--- src/rtl/vga_timing_if.sv ---
// Pixel-timing bundle between the timing controller and its consumers (renderer, VGA pins).
// Handshake: en is a level run request from the consumer; pixel_tick is a one-clk strobe, no back-pressure.
interface vga_timing_if #(
   parameter int CW = 10
);
   logic          en;
   logic          pixel_tick;
   logic          hsync;
   logic          vsync;
   logic          video_on;
   logic [CW-1:0] pixel_x;
   logic [CW-1:0] pixel_y;
   logic          line_start;
   logic          frame_start;
   logic          state_dbg;

   modport master (
      input  en,
      output pixel_tick, hsync, vsync, video_on, pixel_x, pixel_y,
      output line_start, frame_start, state_dbg
   );

   modport slave (
      output en,
      input  pixel_tick, hsync, vsync, video_on, pixel_x, pixel_y,
      input  line_start, frame_start, state_dbg
   );
endinterface

--- src/rtl/vga_timing_ctrl.sv ---
// VGA timing: clk divider producing pixel_tick, plus h/v scan counters with zero-skew registered decode.
// state_dbg reports the run state (1 = RUN).
module vga_timing_ctrl #(
   parameter int DIV       = 2,
   parameter int H_VISIBLE = 640,
   parameter int H_FP      = 16,
   parameter int H_SYNC    = 96,
   parameter int H_BP      = 48,
   parameter int V_VISIBLE = 480,
   parameter int V_FP      = 10,
   parameter int V_SYNC    = 2,
   parameter int V_BP      = 33,
   parameter bit SYNC_POL  = 1'b0,
   parameter int CW        = 10
) (
   input  logic         clk,
   input  logic         rst_n,
   vga_timing_if.master vga
);
   localparam int H_TOTAL = H_VISIBLE + H_FP + H_SYNC + H_BP;
   localparam int V_TOTAL = V_VISIBLE + V_FP + V_SYNC + V_BP;
   localparam int DW      = (DIV > 2) ? $clog2(DIV) : 1;

   localparam logic [DW-1:0] DIV_LAST = DW'(DIV - 1);
   localparam logic [CW-1:0] H_LAST   = CW'(H_TOTAL - 1);
   localparam logic [CW-1:0] V_LAST   = CW'(V_TOTAL - 1);
   localparam logic [CW-1:0] H_VIS    = CW'(H_VISIBLE);
   localparam logic [CW-1:0] V_VIS    = CW'(V_VISIBLE);
   localparam logic [CW-1:0] HS_START = CW'(H_VISIBLE + H_FP);
   localparam logic [CW-1:0] HS_END   = CW'(H_VISIBLE + H_FP + H_SYNC);
   localparam logic [CW-1:0] VS_START = CW'(V_VISIBLE + V_FP);
   localparam logic [CW-1:0] VS_END   = CW'(V_VISIBLE + V_FP + V_SYNC);

   typedef enum logic {IDLE = 1'b0, RUN = 1'b1} state_t;

   state_t        state;
   logic [DW-1:0] div_cnt, div_nxt;
   logic [CW-1:0] x, y, x_nxt, y_nxt;
   logic          tick, hs, vs, von, ls, fs;

   function automatic logic hs_of(input logic [CW-1:0] px);
      return (px >= HS_START && px < HS_END) ? SYNC_POL : ~SYNC_POL;
   endfunction

   function automatic logic vs_of(input logic [CW-1:0] py);
      return (py >= VS_START && py < VS_END) ? SYNC_POL : ~SYNC_POL;
   endfunction

   function automatic logic von_of(input logic [CW-1:0] px, input logic [CW-1:0] py);
      return (px < H_VIS) && (py < V_VIS);
   endfunction

   // Next scan position; the registered tick marks the edge on which counters move.
   always_comb begin
      div_nxt = (div_cnt == DIV_LAST) ? '0 : div_cnt + DW'(1);
      x_nxt   = x;
      y_nxt   = y;
      if (tick) begin
         if (x == H_LAST) begin
            x_nxt = '0;
            y_nxt = (y == V_LAST) ? '0 : y + CW'(1);
         end else begin
            x_nxt = x + CW'(1);
         end
      end
   end

   always_ff @(posedge clk or negedge rst_n) begin
      if (!rst_n) begin
         state   <= IDLE;
         div_cnt <= '0;
         x       <= '0;
         y       <= '0;
         tick    <= 1'b0;
         ls      <= 1'b0;
         fs      <= 1'b0;
         von     <= 1'b0;
         hs      <= ~SYNC_POL;
         vs      <= ~SYNC_POL;
      end else if (!vga.en) begin
         state   <= IDLE;
         div_cnt <= '0;
         x       <= '0;
         y       <= '0;
         tick    <= 1'b0;
         ls      <= 1'b0;
         fs      <= 1'b0;
         von     <= 1'b0;
         hs      <= ~SYNC_POL;
         vs      <= ~SYNC_POL;
      end else if (state == IDLE) begin
         // Entering RUN presents pixel (0,0) at once, without a frame_start pulse.
         state   <= RUN;
         div_cnt <= '0;
         x       <= '0;
         y       <= '0;
         tick    <= 1'b0;
         ls      <= 1'b0;
         fs      <= 1'b0;
         von     <= von_of('0, '0);
         hs      <= hs_of('0);
         vs      <= vs_of('0);
      end else begin
         div_cnt <= div_nxt;
         x       <= x_nxt;
         y       <= y_nxt;
         tick    <= (div_nxt == DIV_LAST);
         ls      <= tick && (x == H_LAST);
         fs      <= tick && (x == H_LAST) && (y == V_LAST);
         von     <= von_of(x_nxt, y_nxt);
         hs      <= hs_of(x_nxt);
         vs      <= vs_of(y_nxt);
      end
   end

   assign vga.pixel_tick  = tick;
   assign vga.hsync       = hs;
   assign vga.vsync       = vs;
   assign vga.video_on    = von;
   assign vga.pixel_x     = x;
   assign vga.pixel_y     = y;
   assign vga.line_start  = ls;
   assign vga.frame_start = fs;
   assign vga.state_dbg   = (state == RUN);
endmodule

--- src/flat_wrapper.sv ---
// flat-port wrapper written by rule: the top's interface ports become plain ports
module vga_timing_ctrl_flat 
#(
   parameter int DIV       = 2,
   parameter int H_VISIBLE = 640,
   parameter int H_FP      = 16,
   parameter int H_SYNC    = 96,
   parameter int H_BP      = 48,
   parameter int V_VISIBLE = 480,
   parameter int V_FP      = 10,
   parameter int V_SYNC    = 2,
   parameter int V_BP      = 33,
   parameter bit SYNC_POL  = 1'b0,
   parameter int CW        = 10
)
  (clk, rst_n, vga_en, vga_pixel_tick, vga_hsync, vga_vsync, vga_video_on, vga_pixel_x, vga_pixel_y, vga_line_start, vga_frame_start, vga_state_dbg);
  vga_timing_if #(.CW(CW)) vga_i ();
  input  logic clk;
  input  logic rst_n;
  input wire logic [$bits(vga_i.en)-1:0] vga_en;
  output wire logic [$bits(vga_i.pixel_tick)-1:0] vga_pixel_tick;
  output wire logic [$bits(vga_i.hsync)-1:0] vga_hsync;
  output wire logic [$bits(vga_i.vsync)-1:0] vga_vsync;
  output wire logic [$bits(vga_i.video_on)-1:0] vga_video_on;
  output wire logic [$bits(vga_i.pixel_x)-1:0] vga_pixel_x;
  output wire logic [$bits(vga_i.pixel_y)-1:0] vga_pixel_y;
  output wire logic [$bits(vga_i.line_start)-1:0] vga_line_start;
  output wire logic [$bits(vga_i.frame_start)-1:0] vga_frame_start;
  output wire logic [$bits(vga_i.state_dbg)-1:0] vga_state_dbg;
  assign vga_i.en = vga_en;
  assign vga_pixel_tick = vga_i.pixel_tick;
  assign vga_hsync = vga_i.hsync;
  assign vga_vsync = vga_i.vsync;
  assign vga_video_on = vga_i.video_on;
  assign vga_pixel_x = vga_i.pixel_x;
  assign vga_pixel_y = vga_i.pixel_y;
  assign vga_line_start = vga_i.line_start;
  assign vga_frame_start = vga_i.frame_start;
  assign vga_state_dbg = vga_i.state_dbg;
  vga_timing_ctrl #(.DIV(DIV), .H_VISIBLE(H_VISIBLE), .H_FP(H_FP), .H_SYNC(H_SYNC), .H_BP(H_BP), .V_VISIBLE(V_VISIBLE), .V_FP(V_FP), .V_SYNC(V_SYNC), .V_BP(V_BP), .SYNC_POL(SYNC_POL), .CW(CW)) u_core (.clk(clk), .rst_n(rst_n), .vga(vga_i));
endmodule
--- config.mk ---
export PLATFORM = sky130hd
export DESIGN_NAME = vga_timing_ctrl_flat
export DESIGN_NICKNAME = d
export VERILOG_FILES = /design/src/rtl/vga_timing_if.sv /design/src/rtl/vga_timing_ctrl.sv /design/src/flat_wrapper.sv
export SDC_FILE = /design/constraint.sdc
export NUM_CORES = 1
export LEC_CHECK = 0
export ABC_AREA = 1
export ABC_CLOCK_PERIOD_IN_PS = 1800
export CORE_UTILIZATION = 40
export DETAILED_ROUTE_END_ITERATION = 8
export MAX_ROUTING_LAYER = met4
export SLEW_MARGIN = 20
export SYNTH_ARGS = -nofsm -noshare
export SYNTH_HDL_FRONTEND = slang
export SYNTH_SLANG_ARGS = --single-unit
--- constraint.sdc ---
create_clock -name clk -period 1.8 [get_ports clk]
set_input_delay 0.36 -clock clk [delete_from_list [all_inputs] [get_ports clk]]
set_output_delay 0.36 -clock clk [all_outputs]
set_load 0.005 [all_outputs]
==> Yosys cells after proc, flatten, opt, wreduce, memory -nomap -nowiden <==
Index checks and enable logic that the tools add are counted.
{ "totals": {"reg_bits": 27, "inputBits": 3, "output_inout_bits": 27} }
{ "op_classes": {"addsub": 3, "order_cmp": 6, "eq_ne": 2, "mux": 25, "reduce_logical": 5} }
{ "ops": {"columns": ["op", "count"], "rows": [
  ["2-to-1 mux 10 bit", 9],
  ["adder 10 x 1 -> 10 bit, second input constant", 2],
  ["equality test 10 bit, second input constant", 2],
  ["less-than comparator 10 bit, second input constant", 2],
  ["less-than comparator 10 x 9 -> 1 bit, second input constant", 2],
  ["2-to-1 mux 1 bit", 16],
  ["greater-or-equal comparator 10 bit, second input constant", 1],
  ["greater-or-equal comparator 10 x 9 -> 1 bit, second input constant", 1],
  ["logical AND 1 bit", 5],
  ["adder 1 bit, second input constant", 1]
]} }

==> Logic depth before layout (Yosys ltp) <==
Gate-level depths: netlist of run 1.
{ "logic_depth": {"word_depth": 9, "depth_mapped": 13} }

==> Worst setup path before layout of run 1 <==
Ideal clock, no wire load.
{ "synth_path": {"path_type": "flip-flop to flip-flop", "from": "register u_core.x[0], in the netlist u_core.vga.pixel_x[0]", "to": "register u_core.von, in the netlist u_core.vga.video_on", "setup_time_ns": 0.120, "arrival_ns": 1.510, "slack_ns": 0.170, "stages_incl_launch_ff": 14, "n_path_buf": 1, "period_less_slack_ns": 1.630, "cell_sequence": "dfrtp_1 > ha_1 > nand2_1 > nor2_4 > nand2_4 > nor2_4 > buf_6 > nand3_1 > nand2_1 > nand2_1 > nor2_2 > nand2_2 > nand2_1 > a21oi_2"} }
{ "synth_between": {"elab_chain_cells": 7} }
{ "synth_rtl": {"columns": ["item", "line", "text"], "rows": [
  ["start, declared", "vga_timing_ctrl.sv:38", "logic [CW-1:0] x, y, x_nxt, y_nxt;"],
  ["start signal, assigned", "vga_timing_ctrl.sv:105", "x <= x_nxt;"],
  ["adder 10 x 1 -> 10 bit or equality test 10 bit (tied branches)", "vga_timing_ctrl.sv:63, vga_timing_ctrl.sv:59", null],
  ["2-to-1 mux 10 bit", "vga_timing_ctrl.sv:59", "if (x == H_LAST) begin"],
  ["2-to-1 mux 10 bit", "vga_timing_ctrl.sv:58", "if (tick) begin"],
  ["less-than comparator 10 bit or less-than comparator 10 x 9 -> 1 bit (tied branches)", "vga_timing_ctrl.sv:50", "return (px < H_VIS) && (py < V_VIS);"],
  ["logical AND 1 bit *", "vga_timing_ctrl.sv:50", null],
  ["2-to-1 mux 1 bit *", "vga_timing_ctrl.sv:91", "end else if (state == IDLE) begin"],
  ["2-to-1 mux 1 bit *", "vga_timing_ctrl.sv:80", "end else if (!vga.en) begin"],
  ["end signal, assigned", "vga_timing_ctrl.sv:100", "von <= von_of('0, '0);"],
  ["end signal, assigned", "vga_timing_ctrl.sv:110", "von <= von_of(x_nxt, y_nxt);"],
  ["end, declared", "vga_timing_ctrl.sv:39", "logic tick, hs, vs, von, ls, fs;"]
]} }
Every way passes the cells marked *; elsewhere a longest branch is shown, timed or not.

==> Final worst setup path of run 1 <==
{ "layout_path": {"from": "register u_core.y[0], in the netlist u_core.vga.pixel_y[0]", "to": "register u_core.von, in the netlist u_core.vga.video_on"} }
{ "layout_between": {"elab_chain_cells": 8} }
{ "layout_rtl": {"columns": ["item", "line", "text"], "rows": [
  ["start, declared", "vga_timing_ctrl.sv:38", null],
  ["start signal, assigned", "vga_timing_ctrl.sv:106", "y <= y_nxt;"],
  ["adder 10 x 1 -> 10 bit or equality test 10 bit (tied branches)", "vga_timing_ctrl.sv:61", "y_nxt = (y == V_LAST) ? '0 : y + CW'(1);"],
  ["2-to-1 mux 10 bit", "vga_timing_ctrl.sv:61", null],
  ["2-to-1 mux 10 bit", "vga_timing_ctrl.sv:59", null],
  ["2-to-1 mux 10 bit *", "vga_timing_ctrl.sv:58", null],
  ["less-than comparator 10 x 9 -> 1 bit *", "vga_timing_ctrl.sv:50", null],
  ["logical AND 1 bit *", "vga_timing_ctrl.sv:50", null],
  ["2-to-1 mux 1 bit *", "vga_timing_ctrl.sv:91", null],
  ["2-to-1 mux 1 bit *", "vga_timing_ctrl.sv:80", null]
]} }
Marks and branches as above.

==> results of run 1 <==
metal layers:
| metal | vias up | global-route usage | share of wire |
|---|---|---|---|
| li1 | 777 | - | - |
| met1 | 723 | 0.2433 | 0.45 |
| met2 | 51 | 0.3355 | 0.49 |
| met3 | 10 | 0.02500 | 0.037 |
| met4 | 0 | 0.08611 | 0.020 |
| met5 | - | - | 0 |
stage by stage:
stage          std cells  hold WS (ns)
6_report             312        0.4553
3_3_place_gp         298        0.4661
5_1_grt              312        0.5088
2_1_floorplan        210       0.06441
4_1_cts              302        0.4657
3_5_place_dp         298        0.4669
cells in the final DEF (no fill, tap or decap):
cell and count:
nand2_4 1, and2_1 1, clkinvlp_4 1, o211ai_1 1, clkbuf_8 3, clkdlybuf4s50_1 29, nor3_2 2, nor2_4 3
o21ai_0 10, o21bai_1 1, nand3_1 15, nand2_2 9, nand4_1 7, nor3_4 1, nor2_2 4, buf_4 25
dfrtp_1 24, ha_2 2, nor2_1 35, dfrtp_2 1, ha_1 1, o31ai_1 2, inv_2 1, inv_1 30
nor3_1 3, nand3_2 1, dfstp_2 2, a21oi_1 5, a31oi_1 1, nand2_1 40, o21ai_1 1, o21ai_2 1
a21oi_2 1
how the worst max path moves through the flow:
stage,end,slack [ns],depth (start not counted)
after floorplan,u_core.vga.video_on,0.17,13
final,u_core.vga.video_on,0.03,12
after global placement,u_core.vga.vsync,-0.06,9
after global routing,u_core.vga.vsync,-0.17,12
after CTS,vga_pixel_tick,0.04,2
after detailed placement,u_core.vga.vsync,-0.07,9
cell usage after synthesis:
cell      instances  area (um^2)
a21oi_1           5        25.02
a21oi_2           1        8.760
a31oi_1           1        6.260
and2_1            1        6.260
buf_6             3        33.78
clkbuf_1          1        3.750
dfrtp_1          25        625.6
dfstp_2           2        52.55
ha_1              3        37.54
inv_1            30        112.6
inv_2             1        3.750
nand2_1          45        168.9
nand2_2           4        25.02
nand2_4           1        11.26
nand3_1          16        80.08
nand4_1           7        43.79
nor2_1           37        138.9
nor2_2            2        12.51
nor2_4            3        33.78
nor3_1            6        30.03
o211ai_1          1        7.510
o21ai_0          10        50.05
o21ai_1           1        5.000
o21ai_2           1        8.760
o21bai_1          1        7.510
o31ai_1           2        15.01
power by group:
group	internal [W]	switching, W
registers	0.000611	0.00000377
logic	0.0000227	0.0000335
clock network	0.000157	0.000198
total	0.000791	0.000235
final cells by class:
type                    instances  area (um^2)  share of cell area
clock inverters                 1        7.507            0.003486
multi-input cells             148        770.7              0.3579
clock buffers                   3        41.29             0.01917
inverters                      31        116.4             0.05404
flip-flops and latches         27        679.4              0.3155
well taps                      48        60.06             0.02789
repair buffers                 54        478.0              0.2220
registers in the layout, indices dropped and copies added (netlist names):
signal	flops
u_core.vga.vsync	1
u_core.vga.frame_start	1
u_core.vga.video_on	1
u_core.vga.hsync	1
u_core.vga.line_start	1
u_core.vga.pixel_y	10
u_core.vga.pixel_x	10
u_core.vga.state_dbg	1
u_core.div_cnt	1
logic make-up (layout without fill, tap and decap cells):
family,after synthesis,after routing,share of synthesized area
AND/OR/NAND/NOR,122,122,0.3543
buffers and inverters,35,89,0.09903
flip-flops,27,27,0.4364
AO/OA/AOI/OAI,23,23,0.08615
adder cells (fa/ha/maj),3,3,0.02416
what timing repair did:
item,in CTS,in global routing
setup endpoints to repair,2,3
gates resized for setup,1,14
endpoints found under the hold margin,0,0
pin swaps,0,13
buffers inserted,0,10
==> metrics.txt, run 1 <==
status finished, final reports clean; clock-pin slew on the worst setup and hold paths roughly 0.1 ns; sum of buffers and inverters on the critical path 1; FILL cells 360; placed cell areas 0.001979 mm^2; Worst setup EP type flip-flop; Sink Count 27; GP Congestion ~0.88; unrepaired setup endpoints after global routing yes; Num CTS Buffers 3; share of cells above drive strength 1 0.2197; H-Tree Depth 1; Root Driver clkbuf_8; cell mode on critical path nand2_2; Syn. warnings 0; final core utilization 0.5838; Final Power 0.001026 W; DR vias/cell 5.003; Max-Cap Viols 0; Post-Synthesis Cells 210; Max-slew headroom 0.7675; Avg Inst Size Synth 7.400 um^2; HP Class primary input to asynchronous set/reset pin; crit path launch u_core.vga.pixel_y[0]; register area share after synthesis 0.4364; final period utilization 0.9826; R2R setup slack 0.03 ns; crit start category flip-flop; worst setup margin 0.03139 ns; Final Instance Area ~0.0022 mm^2; crit-path max FO 5; WL per Instance between 10 and 15 um; antenna diode count 0; Hold Vio Cnt, Final 0; Slew Viols, Final 0; antenna violations before repair 0; global-route wire length before repair 6313 um; Hold Buf Count CTS 0; final setup vio count 0; worst reg2reg path depth 12; die footprint 0.004138 mm^2; vias in the first global route 1,467; DRC errors left 0; Initial Util 0.4213; Peak VDD IR 0.0002006 V; die height approximately 64 um; Pre-antenna DRT Iters 4; CP required 2.02 ns; crit-path max cell delay between 0.4 and 0.5 ns; fmax 0.5654 GHz; worst-case clock buffer depth 2; critical path class flip-flop to flip-flop; Vias 1,561; mapped cell area 0.001554 mm^2; row cnt 22; Pwr per Cell Area ~480 mW/mm^2; FF-to-FF Start u_core.vga.pixel_y[0]; CP Cell Sequence ha_2, nand2_2, nor2_2, nand2_1, nor2_2, buf_4, nand4_1, nand2_2, nor2_2, nand2_2, nand2_2, a21oi_2; post-synth cell types 26; Top Ports 30; final WL 3809 um; crit path DAT 1.99 ns; Die X 64.33 um; Layout Nets 271; DP HPWL 2760 um; critical path's top delay family simple AND/OR/NAND/NOR gates; min Tclk post-route 1.769 ns; Clock Latency Late Sink 0.28 ns; worst slew pin tran 0.3461 ns; CTS tree built; All-Layer GR Usage 0.2010; gr ovfl total 0; Post-Place Worst Slack -0.07436 ns; P_leak 0.9393 nW; Final ANT Viol Nets 0; I/O Buffers 29; Initial DRC Count 98; clk_skew around 0.0063 ns; FF+latch count, synth 27; total core area 0.003689 mm^2; Layout area overhead 38.57%; largest net degree at the start of global routing 28; Crit-path slowest cell dfrtp_1; syn_nets 216; setup_tns 0 ns; worst r2r dst u_core.vga.video_on
Note: power is estimated with default switching activity, not from simulation.
==> inputs of run 2 (changes only) <==
PLACE_DENSITY_LB_ADDON = 0.1   (was unset)
==> metrics.txt, run 2 (synthesis gave the netlist of run 1 again) <==
Max-Cap Viols 0 (unchanged); worst r2r dst u_core.vga.video_on; P_sw 0.0002320 W (-1.3%); P_leak 0.9234 nW (-1.7%); critical path class flip-flop to output port; WL per Instance 12.33 um (+0.96%); Slew Viols, Final 0 (unchanged); Pre-antenna DRT Iters 4 (unchanged); die footprint 0.004138 mm^2 (unchanged); Worst setup EP type output port; global-route wire length before repair 6223 um (-1.4%); antenna diode count 0 (unchanged); total core area 0.003689 mm^2 (unchanged); clock-pin slew on the worst setup and hold paths 0.10 ns (about the same); share of cells above drive strength 1 0.2046 (-0.01506); I/O Buffers 29 (unchanged); R2R setup slack 0.12 ns (+0.09 ns); die height 64.33 um (unchanged); HP Class primary input to asynchronous set/reset pin; All-Layer GR Usage 0.1995 (-0.001477); Sw Share 0.2265 (-0.002579); Die X 64.33 um (unchanged); unrepaired setup endpoints after global routing yes; Layout area overhead 36.96%; antenna violations before repair 0 (unchanged); Num CTS Buffers 3 (unchanged); fmax 0.5695 GHz (+0.73%); CTS tree built; Final ANT Viol Nets 0 (unchanged); status finished, final reports clean; commonest cells after routing, fill and taps aside nand2_1, nor2_1, inv_1; Hold Buf Count CTS 0 (unchanged); worst slew pin tran 0.3566 ns (+0.01050 ns); vias in the first global route 1,390 (-5.2%); Root Driver clkbuf_8; Initial DRC Count 141 (+44%); FF-to-FF Start u_core.vga.pixel_y[1]; largest net degree at the start of global routing 28 (unchanged); crit path DAT 1.40 ns (-0.59 ns); Sink Count 27 (unchanged); CP required 1.44 ns (-0.58 ns); crit path launch u_core.vga.pixel_y[1]; clock share of power 0.345 (about the same); min Tclk post-route 1.756 ns (-0.01278 ns); GP Congestion 0.8874 (+0.78%); worst-case clock buffer depth 2 (unchanged); commonest non-fill, non-tap cell in the layout nand2_1; Int Pwr 0.0007920 W (+0.15%); final period utilization 0.9755 (-0.007099); Top Ports 30 (unchanged); Clock Latency Late Sink 0.27 ns (about the same); DP HPWL 2798 um (+1.4%); H-Tree Depth 1 (unchanged); crit-path max FO 3 (-2); Final Power 0.001024 W (-0.19%); Vias 1,503 (-3.7%); worst reg2reg path depth 10 (-2); sequential share of power 0.599 (about the same); Peak VDD IR 0.0002314 V (+15%); Layout Nets 266 (-1.8%); crit start category flip-flop; final WL 3784 um (-0.66%); gr ovfl total 0 (unchanged); clk_skew 0.005818 ns (-0.0004748 ns); DR vias/cell 4.896 (-2.1%); Hold Slack 0.4575 ns (+0.002226 ns); Hold Vio Cnt, Final 0 (unchanged); Logic pwr share 0.056 (about the same); Pwr per Cell Area 481.1 mW/mm^2 (+0.99%); row cnt 22 (unchanged); final setup vio count 0 (unchanged); DRC errors left 0 (unchanged); Initial Util 0.4213 (unchanged); Max-slew headroom 0.7605 (-0.007057)
run 2: cell types whose count changed in the layout (fill, tap and decap cells not counted):
cell	delta
buf_4	-8
buf_6	+2
clkbuf_1	+1
clkinvlp_4	-1
nand2_1	+2
nand2_2	-2
nand3_1	-1
nand3_2	+1
nor2_1	-2
nor2_2	+2
nor2_4	+1
o21ai_0	-2
o21ai_1	+2
run 2: layout make-up:
type / instances / area [um^2]
Multi-Input combinational cell: 149 / 787.0
Tap cell: 48 / 60.06
Inverter: 31 / 116.4
Sequential cell: 27 / 679.4
Timing Repair Buffer: 48 / 440.4
Fill cell: 350 / 1560
Clock buffer: 4 / 45.04
run 2: routing by layer:
| layer | global-route usage | routed length, um | up-vias |
|---|---|---|---|
| met3 | 0.02143 | 95 | 2 |
| li1 | - | - | 766 |
| met1 | 0.2511 | 1781 | 707 |
| met2 | 0.3368 | 1886 | 28 |
| met4 | 0.05833 | 21 | 0 |
| met5 | - | 0 | - |
run 2: worst max-delay path by stage:
stage | end | cells after the start
finish | vga_pixel_y[1] | 3
global route | u_core.vga.video_on | 10
CTS | u_core.vga.video_on | 12
detailed placement | u_core.vga.video_on | 10
global placement | u_core.vga.video_on | 10
floorplan | u_core.vga.video_on | 13
run 2: power by group through the flow:
stage	registers, W	clock network [W]	logic (W)
floorplan	0.000626	0	0.0000191
global placement	0.000625	0	0.0000590
detailed placement	0.000625	0	0.0000583
CTS	0.000614	0.000358	0.0000583
global route	0.000615	0.000393	0.0000641
finish	0.000614	0.000353	0.0000574
run 2: timing repair:
action	4_1_cts	5_1_grt
endpoints found under the setup margin	3	2
setup buffers	2	4
gates cloned	0	1
endpoints found under the hold margin	0	0
resized for setup	1	20
pin swaps	1	5
run 2: critical path: stages (launching register included):
cell and delay (ns):
dfrtp_1 0.42, buf_4 0.15, buf_4 0.12, clkdlybuf4s50_1 0.43
run 2: per-stage QoR:
stage	utilization	std cells	worst slack [ns]	TNS [ns]	instance area, um^2
6_report	0.5770	307	0.04417	0	2128
3_5_place_dp	0.5326	296	-0.05178	-0.06891	1964
3_3_place_gp	0.5326	296	-0.04272	-0.05912	1964
5_1_grt	0.5770	307	-0.04612	-0.06922	2128
2_1_floorplan	-	210	0.1697	0	1554
4_1_cts	0.5502	302	0.02324	0	2029
